### config.mk
export PLATFORM = sky130hd
export DESIGN_NAME = cc_mux_scan
export DESIGN_NICKNAME = d
export VERILOG_FILES = /design/src/rtl/cc_mux_scan_pkg.sv /design/src/rtl/cc_mux_scan_next.sv /design/src/rtl/cc_mux_scan.sv
export SDC_FILE = /design/constraint.sdc
export NUM_CORES = 1
export LEC_CHECK = 0
export BUFFER_PORTS_ARGS = -buffer_cell sky130_fd_sc_hd__buf_2
export CAP_MARGIN = 0
export CORE_ASPECT_RATIO = 0.8
export CORE_UTILIZATION = 40
export CTS_BUF_LIST = sky130_fd_sc_hd__clkbuf_8
export DETAILED_ROUTE_END_ITERATION = 6
export GPL_TIMING_DRIVEN = 0
export PLACE_DENSITY = 0.64
export SLEW_MARGIN = 20
export SYNTH_ARGS = -nofsm -noshare
export SYNTH_HDL_FRONTEND = slang
export SYNTH_HIERARCHICAL = 1
export SYNTH_SLANG_ARGS = --single-unit
### constraint.sdc
create_clock -name CC_MUXSCAN_CLOCK_50 -period 10.6 [get_ports CC_MUXSCAN_CLOCK_50]
set_input_delay 2.12 -clock CC_MUXSCAN_CLOCK_50 [delete_from_list [all_inputs] [get_ports CC_MUXSCAN_CLOCK_50]]
set_output_delay 2.12 -clock CC_MUXSCAN_CLOCK_50 [all_outputs]
set_load 0.02 [all_outputs]
### src/rtl/cc_mux_scan_pkg.sv
// rtl/cc_mux_scan_pkg.sv - shared state and mode encodings for the scanning word mux
package cc_mux_scan_pkg;

  typedef enum logic [1:0] {
    MUXSCAN_STATE_MANUAL = 2'b00,
    MUXSCAN_STATE_SCAN   = 2'b01,
    MUXSCAN_STATE_EMPTY  = 2'b10
  } muxScanState_e;

  localparam logic MODE_MANUAL = 1'b0;
  localparam logic MODE_SCAN   = 1'b1;

endpackage

### src/rtl/cc_mux_scan_next.sv
// rtl/cc_mux_scan_next.sv - combinational round-robin finder: next set mask bit after currentIndex
module cc_mux_scan_next #(
  parameter int CHANNELS    = 10,
  parameter int SELECTWIDTH = 4
) (
  input  logic [CHANNELS-1:0]    enableMask,
  input  logic [SELECTWIDTH-1:0] currentIndex,
  output logic [SELECTWIDTH-1:0] nextIndex,
  output logic                   found
);

  logic [SELECTWIDTH-1:0] startSel;
  logic [CHANNELS-1:0]    rotated;
  int                     idx;

  always_comb begin
    nextIndex = '0;
    found     = 1'b0;
    idx       = 0;
    // An index at or past the last channel wraps the search back to channel 0.
    startSel  = (int'(currentIndex) >= CHANNELS - 1) ? '0 : currentIndex + SELECTWIDTH'(1);
    rotated   = CHANNELS'({enableMask, enableMask} >> startSel);
    for (int k = CHANNELS - 1; k >= 0; k--) begin
      if (rotated[k]) begin
        idx = int'(startSel) + k;
        if (idx >= CHANNELS) idx = idx - CHANNELS;
        nextIndex = SELECTWIDTH'(idx);
        found     = 1'b1;
      end
    end
  end

endmodule

### src/rtl/cc_mux_scan.sv
// rtl/cc_mux_scan.sv - N-channel registered word mux with manual select and dwell-timed auto-scan
module cc_mux_scan
  import cc_mux_scan_pkg::*;
#(
  parameter int MUXSCAN_CHANNELS    = 10,
  parameter int MUXSCAN_DATAWIDTH   = 8,
  parameter int MUXSCAN_SELECTWIDTH = 4,
  parameter int MUXSCAN_DWELLWIDTH  = 16
) (
  input  logic                                        CC_MUXSCAN_CLOCK_50,
  input  logic                                        CC_MUXSCAN_RESET_InLow,
  input  logic                                        CC_MUXSCAN_mode_In,
  input  logic [MUXSCAN_SELECTWIDTH-1:0]              CC_MUXSCAN_select_InBUS,
  input  logic [MUXSCAN_CHANNELS-1:0]                 CC_MUXSCAN_enable_InBUS,
  input  logic [MUXSCAN_DWELLWIDTH-1:0]               CC_MUXSCAN_dwell_InBUS,
  input  logic [MUXSCAN_CHANNELS*MUXSCAN_DATAWIDTH-1:0] CC_MUXSCAN_data_InBUS,
  output logic [MUXSCAN_DATAWIDTH-1:0]                CC_MUXSCAN_z_OutBUS,
  output logic [MUXSCAN_SELECTWIDTH-1:0]              CC_MUXSCAN_channel_OutBUS,
  output logic                                        CC_MUXSCAN_valid_Out,
  output logic                                        CC_MUXSCAN_advance_Out
);

  muxScanState_e                  state, nextState;
  logic [MUXSCAN_DWELLWIDTH-1:0]  dwellCount, curCount;
  logic [MUXSCAN_SELECTWIDTH-1:0] nextIdx;
  logic                           nextFound, selLegal, curEnabled, expire;

  function automatic logic [MUXSCAN_DATAWIDTH-1:0] pickWord(
    input logic [MUXSCAN_CHANNELS*MUXSCAN_DATAWIDTH-1:0] bus,
    input logic [MUXSCAN_SELECTWIDTH-1:0]                idx
  );
    return MUXSCAN_DATAWIDTH'(bus >> (int'(idx) * MUXSCAN_DATAWIDTH));
  endfunction

  cc_mux_scan_next #(
    .CHANNELS   (MUXSCAN_CHANNELS),
    .SELECTWIDTH(MUXSCAN_SELECTWIDTH)
  ) u_next (
    .enableMask  (CC_MUXSCAN_enable_InBUS),
    .currentIndex(CC_MUXSCAN_channel_OutBUS),
    .nextIndex   (nextIdx),
    .found       (nextFound)
  );

  // The action on each edge follows the live mode/mask, so mode changes take effect immediately.
  always_comb begin
    nextState = MUXSCAN_STATE_MANUAL;
    if (CC_MUXSCAN_mode_In == MODE_SCAN)
      nextState = (|CC_MUXSCAN_enable_InBUS) ? MUXSCAN_STATE_SCAN : MUXSCAN_STATE_EMPTY;
  end

  always_comb begin
    selLegal   = (int'(CC_MUXSCAN_select_InBUS) < MUXSCAN_CHANNELS) &&
                 (|(CC_MUXSCAN_enable_InBUS & (MUXSCAN_CHANNELS'(1) << CC_MUXSCAN_select_InBUS)));
    curEnabled = (int'(CC_MUXSCAN_channel_OutBUS) < MUXSCAN_CHANNELS) &&
                 (|(CC_MUXSCAN_enable_InBUS & (MUXSCAN_CHANNELS'(1) << CC_MUXSCAN_channel_OutBUS)));
    // Entering scan from any other state always starts a fresh dwell.
    curCount   = (state == MUXSCAN_STATE_SCAN) ? dwellCount : '0;
    expire     = !curEnabled || (curCount >= CC_MUXSCAN_dwell_InBUS);
  end

  always_ff @(posedge CC_MUXSCAN_CLOCK_50 or negedge CC_MUXSCAN_RESET_InLow) begin
    if (!CC_MUXSCAN_RESET_InLow) state <= MUXSCAN_STATE_MANUAL;
    else                         state <= nextState;
  end

  always_ff @(posedge CC_MUXSCAN_CLOCK_50 or negedge CC_MUXSCAN_RESET_InLow) begin
    if (!CC_MUXSCAN_RESET_InLow) begin
      CC_MUXSCAN_z_OutBUS       <= '0;
      CC_MUXSCAN_channel_OutBUS <= '0;
      CC_MUXSCAN_valid_Out      <= 1'b0;
      CC_MUXSCAN_advance_Out    <= 1'b0;
      dwellCount                <= '0;
    end else begin
      case (nextState)
        MUXSCAN_STATE_SCAN: begin
          CC_MUXSCAN_valid_Out <= 1'b1;
          if (expire && nextFound) begin
            dwellCount                <= '0;
            CC_MUXSCAN_channel_OutBUS <= nextIdx;
            CC_MUXSCAN_z_OutBUS       <= pickWord(CC_MUXSCAN_data_InBUS, nextIdx);
            CC_MUXSCAN_advance_Out    <= 1'b1;
          end else begin
            dwellCount             <= curCount + MUXSCAN_DWELLWIDTH'(1);
            CC_MUXSCAN_z_OutBUS    <= pickWord(CC_MUXSCAN_data_InBUS, CC_MUXSCAN_channel_OutBUS);
            CC_MUXSCAN_advance_Out <= 1'b0;
          end
        end
        MUXSCAN_STATE_EMPTY: begin
          CC_MUXSCAN_valid_Out   <= 1'b0;
          CC_MUXSCAN_advance_Out <= 1'b0;
          dwellCount             <= '0;
        end
        default: begin
          if (selLegal) begin
            CC_MUXSCAN_z_OutBUS       <= pickWord(CC_MUXSCAN_data_InBUS, CC_MUXSCAN_select_InBUS);
            CC_MUXSCAN_channel_OutBUS <= CC_MUXSCAN_select_InBUS;
          end
          CC_MUXSCAN_valid_Out   <= selLegal;
          CC_MUXSCAN_advance_Out <= 1'b0;
          dwellCount             <= '0;
        end
      endcase
    end
  end

endmodule

==> results_dict.tcl, run 1 <==
set metrics [dict create \
    clock_skew_ns 0.0127 \
    wire_per_inst_um 18.3 \
    fp.coreArea_um2 13000 \
    syn-cell-area_um2 5380 \
    worst_slew_pin_slew_ns 0.890 \
    die_h_um 106 \
    hpwl_mm 14.3 \
    fmax_ghz 0.148 \
    synth_area_leaders "dfrtp_1 15%, ha_1 9.8%, mux2i_1 6.7%" \
    antenna_cells 0 \
    initial_core_util 0.414 \
    avgSynthCellArea_um2 8.22 \
    post_cts_buffers 0 \
    antenna_found_initial 0 \
    grt_max_degree 33 \
    outcome "completed" \
    htree_levels 2 \
    dieArea_um2 13900 \
    critPathRequiredTime_ns 10.82 \
    placed_area_um2 6230 \
    vias_per_cell 6.00 \
    final.fill_count 1309 \
    min_period_ns 6.75 \
    setup_viol 0 \
    maxCapViolations 0 \
    dr_total_vias 5788 \
    slew-limit-headroom 0.403 \
    drtAntennaViolNets 0 \
    drtIter0Drc 481 \
    fin_crit_sh 0.636 \
    grt_pass1_vias 5318 \
    cts_sinks 32 \
    gr-total-overflow 0 \
    io_pins 127 \
    synth_cell_types 99 \
    endpoint "CC_MUXSCAN_z_OutBUS[5]" \
    end_kind "flip-flop" \
    reg2reg_slack_ns 3.85 \
    hold_viol 0 \
    synth_edf_count 0 \
    synthesis.nets 811 \
    postSynth.asyncResetShare 1.00 \
    r2r_cells 24 \
    clockBufferDepth 2 \
    synth_top_flop_cell "dfrtp_1" \
    place_congestion 0.970 \
    timing.critical_path.fanout_max 15 \
    setup_tns_ns 0 \
    port_buffers 126 \
    synth_seq_cells 32 \
    hold_buffers 0 \
    regArea_um2 801 \
    start_kind "flip-flop" \
    hold_path_class "reg -> reg" \
    wl_mm 17.7 \
    rsz0062_at_grt "no" \
    cp.arrival_ns 6.96 \
    fin_nets 944 \
    synth_area_leader_cell "dfrtp_1" \
    worst_r2r_endpoint "CC_MUXSCAN_z_OutBUS[5]" \
    multi_input_area_um2 4190 \
    postLayoutCellArea_um2 6340 \
    clockRootBuffer "clkbuf_8" \
    finalMaxSlewViolations 0 \
    placement_rows 37 \
    path_clk_slew_ns 0.08 \
    grt_first_pass_wirelength_mm 28.0 \
    cts_resized 0 \
    drive_gt1_frac 0.265 \
    first_pass_iters 5 \
    r2r_start "CC_MUXSCAN_channel_OutBUS[0]" \
    drcViolationCount 0 \
    die_width_um 132 \
    syn_to_final_growth_pct 17.8 \
    clk_latency_ns 0.28 \
    ys_seq_area_frac 0.149 \
    netlist_instances 655 \
    criticalPathCategory "reg -> reg" \
    grt_use_total 0.250 \
    yosys_warnings 6 \
    cts_buffers 5 \
    crit_path_start "CC_MUXSCAN_channel_OutBUS[0]" \
    synth_top_area_share 0.149 \
    cts_tree "done" \
]
[worst min path at each step]
stage | from | to | cells after the start | slack, ns
floorplan | dwellCount[0] | dwellCount[0] | 3 | 0.52
global placement | CC_MUXSCAN_z_OutBUS[7] | CC_MUXSCAN_z_OutBUS[7] | 2 | 0.49
detailed placement | CC_MUXSCAN_z_OutBUS[0] | CC_MUXSCAN_z_OutBUS[0] | 2 | 0.49
CTS | CC_MUXSCAN_z_OutBUS[0] | CC_MUXSCAN_z_OutBUS[0] | 2 | 0.51
global route | CC_MUXSCAN_z_OutBUS[0] | CC_MUXSCAN_z_OutBUS[0] | 2 | 0.53
finish | CC_MUXSCAN_z_OutBUS[0] | CC_MUXSCAN_z_OutBUS[0] | 2 | 0.51
[kinds of logic (layout without fill, tap and decap cells)]
kind of cell | Yosys count | in the layout | share of synthesized area
buf+inv | 76 | 210 | 0.0728
flops | 32 | 32 | 0.149
simple gates | 199 | 199 | 0.198
mux | 62 | 62 | 0.135
compound gates | 217 | 217 | 0.301
xor+xnor | 26 | 26 | 0.0423
fa+ha+maj | 43 | 43 | 0.101
[flip-flops by register name (all words and copies together), names as in the netlist]
name	flops
dwellCount	16
CC_MUXSCAN_valid_Out	1
CC_MUXSCAN_channel_OutBUS	4
CC_MUXSCAN_z_OutBUS	8
CC_MUXSCAN_advance_Out	1
state	2
[area by class of cell]
| type | count | area share |
|---|---|---|
| multi-input cells | 547 | 0.661 |
| plain buffers | 35 | 0.0371 |
| clock buffers | 5 | 0.0109 |
| repair buffers | 126 | 0.0995 |
| inverters | 41 | 0.0247 |
| clock inverters | 3 | 0.00612 |
| flip-flops and latches | 32 | 0.126 |
| well taps | 175 | 0.0345 |
[stage by stage]
step / instances / utilization / hold WS, ns / setup slack [ns]
global placement: 956 / 0.479 / 0.494 / 4.04
floorplan: 655 / - / 0.518 / 5.18
global route: 964 / 0.487 / 0.528 / 3.51
finish: 964 / 0.487 / 0.508 / 3.85
detailed placement: 956 / 0.479 / 0.491 / 4.07
CTS: 964 / 0.487 / 0.507 / 4.03
[worst max-delay path: stages, from the launching register on]
cell and delay [ns]:
dfrtp_1 0.46, buf_6 0.18, inv_1 0.14, ha_1 0.23, nand2b_1 0.13, a21oi_1 0.53, or2_1 0.21, buf_2 0.26
buf_1 0.57, ha_1 0.40, nand2b_1 0.13, a32o_1 0.29, nor2_1 0.42, o21ai_0 0.15, a32o_1 0.26, o221ai_1 0.17
o311a_1 0.24, o221ai_1 0.13, a211oi_2 0.50, mux2i_4 0.16, a31oi_2 0.31, buf_2 0.27, o22ai_1 0.12, a211o_1 0.28
nand3_1 0.09
[placed cells by master (no fill, tap or decap), drive strengths merged, types with 5 or more instances in the layout]
cell type	n
and3	8
clkbuf	15
nor3	15
a32oi	9
a31oi	5
o211ai	6
a221o	5
ha	42
and2	20
dfrtp	32
buf	151
mux2	22
inv	40
nor3b	5
o22ai	15
a21o	8
nor2b	6
nor2	39
a211oi	15
nand3	19
xor2	6
a21oi	36
xnor2	20
o221ai	8
nand2b	13
a211o	11
o31ai	5
nand2	49
mux2i	37
o21ai	40
a22oi	5
a221oi	6
[per-layer routing]
layer	vias to the layer above	global-route usage	share of wire
li1	2752	-	-
met1	2719	0.376	0.47
met2	299	0.369	0.42
met3	18	0.0476	0.094
met4	0	0.0415	0.0096
met5	-	0	0
[synth_stat cells, types with 4 or more instances]
library cell  number
or3_1              4
nand2b_1          12
buf_2             12
nand3_1           19
and3_1             8
o21ai_1           11
a221oi_1           4
mux2_4             8
a22oi_1            5
a32o_1             4
o21a_1             4
o221ai_1           8
ha_1              42
nor2_1            38
xor2_1             6
o31ai_1            5
o21ai_0           27
clkbuf_1           9
a221o_1            5
xnor2_1           20
a21oi_1           35
inv_1             37
a211oi_1          12
nor3_1            14
o211ai_1           6
and2_1            19
a32oi_1            9
mux2i_1           36
a21o_1             8
nand2_1           49
nor2b_1            5
buf_6              9
mux2_2            13
o22ai_1           15
a211o_1           11
dfrtp_1           32
Power of run 1 is not shown: default switching activity piles up to over one toggle a cycle in this logic, so the estimate is an artifact.
==> run 2: changes to the inputs <==
- clock period: 10.6 -> 6.3 ns (I/O delays scaled with it)
==> run 2 against run 1 <==
Net effect: core utilization increased by 0.79 points; register-to-register slack got worse by 3.5 ns; cell count up 0.52%; die area did not move; critical endpoint unchanged.
==> results_dict.tcl, run 2 (synthesized netlist as in run 1, its figures left out) <==
set metrics [dict create \
    layout_commonest_cell "buf_2" \
    cp.arrival_ns 6.19 \
    worst_slew_pin_slew_ns 0.853 \
    hold_buffers 0 \
    clockRootBuffer "clkbuf_8" \
    fp.coreArea_um2 13000 \
    setup_viol 0 \
    drcViolationCount 0 \
    syn_to_final_growth_pct 19.7 \
    htree_levels 2 \
    worst_r2r_endpoint "CC_MUXSCAN_z_OutBUS[5]" \
    clockBufferDepth 2 \
    place_congestion 0.970 \
    antenna_found_initial 0 \
    grt_use_total 0.250 \
    max_stage_delay_ns 0.48 \
    setup_ws_ns 0.327 \
    regArea_um2 801 \
    vias_per_cell 5.96 \
    fin_cells 969 \
    fin_nets 949 \
    largest_reg_flops 16 \
    top_register "dwellCount" \
    final.fill_count 1295 \
    start_kind "flip-flop" \
    antenna_cells 0 \
    endpoint "CC_MUXSCAN_z_OutBUS[5]" \
    die_width_um 132 \
    multi_input_area_um2 4240 \
    drive_gt1_frac 0.278 \
    dp_cells 956 \
    crit_path_start "CC_MUXSCAN_channel_OutBUS[0]" \
    end_kind "flip-flop" \
    crit_path_frequent_cell "inv_1" \
    top_regs "dwellCount x16, CC_MUXSCAN_z_OutBUS x8, CC_MUXSCAN_channel_OutBUS x4" \
    placement_rows 37 \
    critical-path-slowest-cell "dfrtp_1" \
    dieArea_um2 13900 \
    slew-limit-headroom 0.431 \
    hpwl_mm 14.3 \
    timing.critical_path.fanout_max 12 \
    hold_path_class "reg -> reg" \
    drtIter0Drc 439 \
    drtAntennaViolNets 0 \
    r2r_start "CC_MUXSCAN_channel_OutBUS[0]" \
    clock_skew_ns 0.00952 \
    met3WireLength_mm 1.58 \
    criticalPathCategory "reg -> reg" \
    critPathRequiredTime_ns 6.51 \
    min_period_ns 5.97 \
    gr-total-overflow 0 \
    wl_met1_mm 8.45 \
    clk_latency_ns 0.28 \
    grt_pass1_vias 5314 \
    grt_max_degree 33 \
    maxCapViolations 0 \
    cts_sinks 32 \
    mostFrequentLayoutCells "137 x buf_2, 49 x nand2_1, 41 x ha_1, 38 x inv_1, 37 x nor2_1" \
    die_h_um 106 \
    finalMaxSlewViolations 0 \
    reg2reg_slack_ns 0.33 \
    cts_tree "done" \
    grt_first_pass_wirelength_mm 28.0 \
    dpl_worst_slack_ns -0.231 \
    initial_core_util 0.414 \
    r2r_cells 27 \
    outcome "completed" \
    fin_crit_sh 0.948 \
    wl_mm 17.7 \
    dr_total_vias 5772 \
    cts_buffers 5 \
    hold_viol 0 \
    wire_per_inst_um 18.2 \
    fmax_ghz 0.167 \
    wl_met2_mm 7.47 \
    io_pins 127 \
    port_buffers 126 \
    path_clk_slew_ns 0.07 \
    top_layer_used "met4" \
    first_pass_iters 5 \
]
-- run 2: changes by cell type in the layout (fill, tap and decap cells not counted), sizes merged --
cell / previous run / this run
buf: 151 / 154
clkbuf: 15 / 17
-- run 2: critical path: cells and delay by family, from the launching register on --
kind	cells	cell delay (ns)
AO/OA/AOI/OAI	11	2.30
buffers and inverters	10	1.78
flip-flops	1	0.48
AND/OR/NAND/NOR	2	0.18
multiplexers	1	0.24
adder cells (fa/ha/maj)	3	0.91
-- run 2: worst min path at each step --
stage | from | to | slack, ns | cells after the start
after detailed placement | CC_MUXSCAN_z_OutBUS[0] | CC_MUXSCAN_z_OutBUS[0] | 0.49 | 2
after floorplan | dwellCount[0] | dwellCount[0] | 0.52 | 3
final | CC_MUXSCAN_z_OutBUS[0] | CC_MUXSCAN_z_OutBUS[0] | 0.50 | 2
after global placement | CC_MUXSCAN_z_OutBUS[7] | CC_MUXSCAN_z_OutBUS[7] | 0.49 | 2
after global routing | CC_MUXSCAN_z_OutBUS[0] | CC_MUXSCAN_z_OutBUS[0] | 0.53 | 2
after CTS | CC_MUXSCAN_z_OutBUS[0] | CC_MUXSCAN_z_OutBUS[0] | 0.51 | 2
-- run 2: cell type report --
cell class,instances,area share
well taps,175,0.0340
clock buffers,5,0.0107
clock inverters,3,0.00602
plain buffers,35,0.0375
repair buffers,131,0.106
multi-input cells,547,0.657
inverters,41,0.0245
flip-flops and latches,32,0.124
-- run 2: timing repair --
item	CTS	global route
pin swaps	0	1
gates resized for setup	3	11
endpoints found under the hold margin	0	0
endpoints found under the setup margin	8	8
setup buffers	0	5
-- run 2: per-layer routing --
layer	up-vias	global-route usage
met3	18	0.0471
met5	-	0
li1	2756	-
met4	0	0.0415
met1	2720	0.376
met2	278	0.369
-- run 2: per-stage QoR --
| stage | TNS (ns) | hold WS, ns | instance area (µm²) | util |
|---|---|---|---|---|
| floorplan | 0 | 0.518 | 5380 | - |
| global placement | -1.57 | 0.494 | 6230 | 0.479 |
| detailed placement | -1.32 | 0.491 | 6230 | 0.479 |
| CTS | 0 | 0.507 | 6350 | 0.488 |
| global route | -0.0212 | 0.528 | 6440 | 0.495 |
| finish | 0 | 0.504 | 6440 | 0.495 |
Power of run 2 is left out for the same reason.
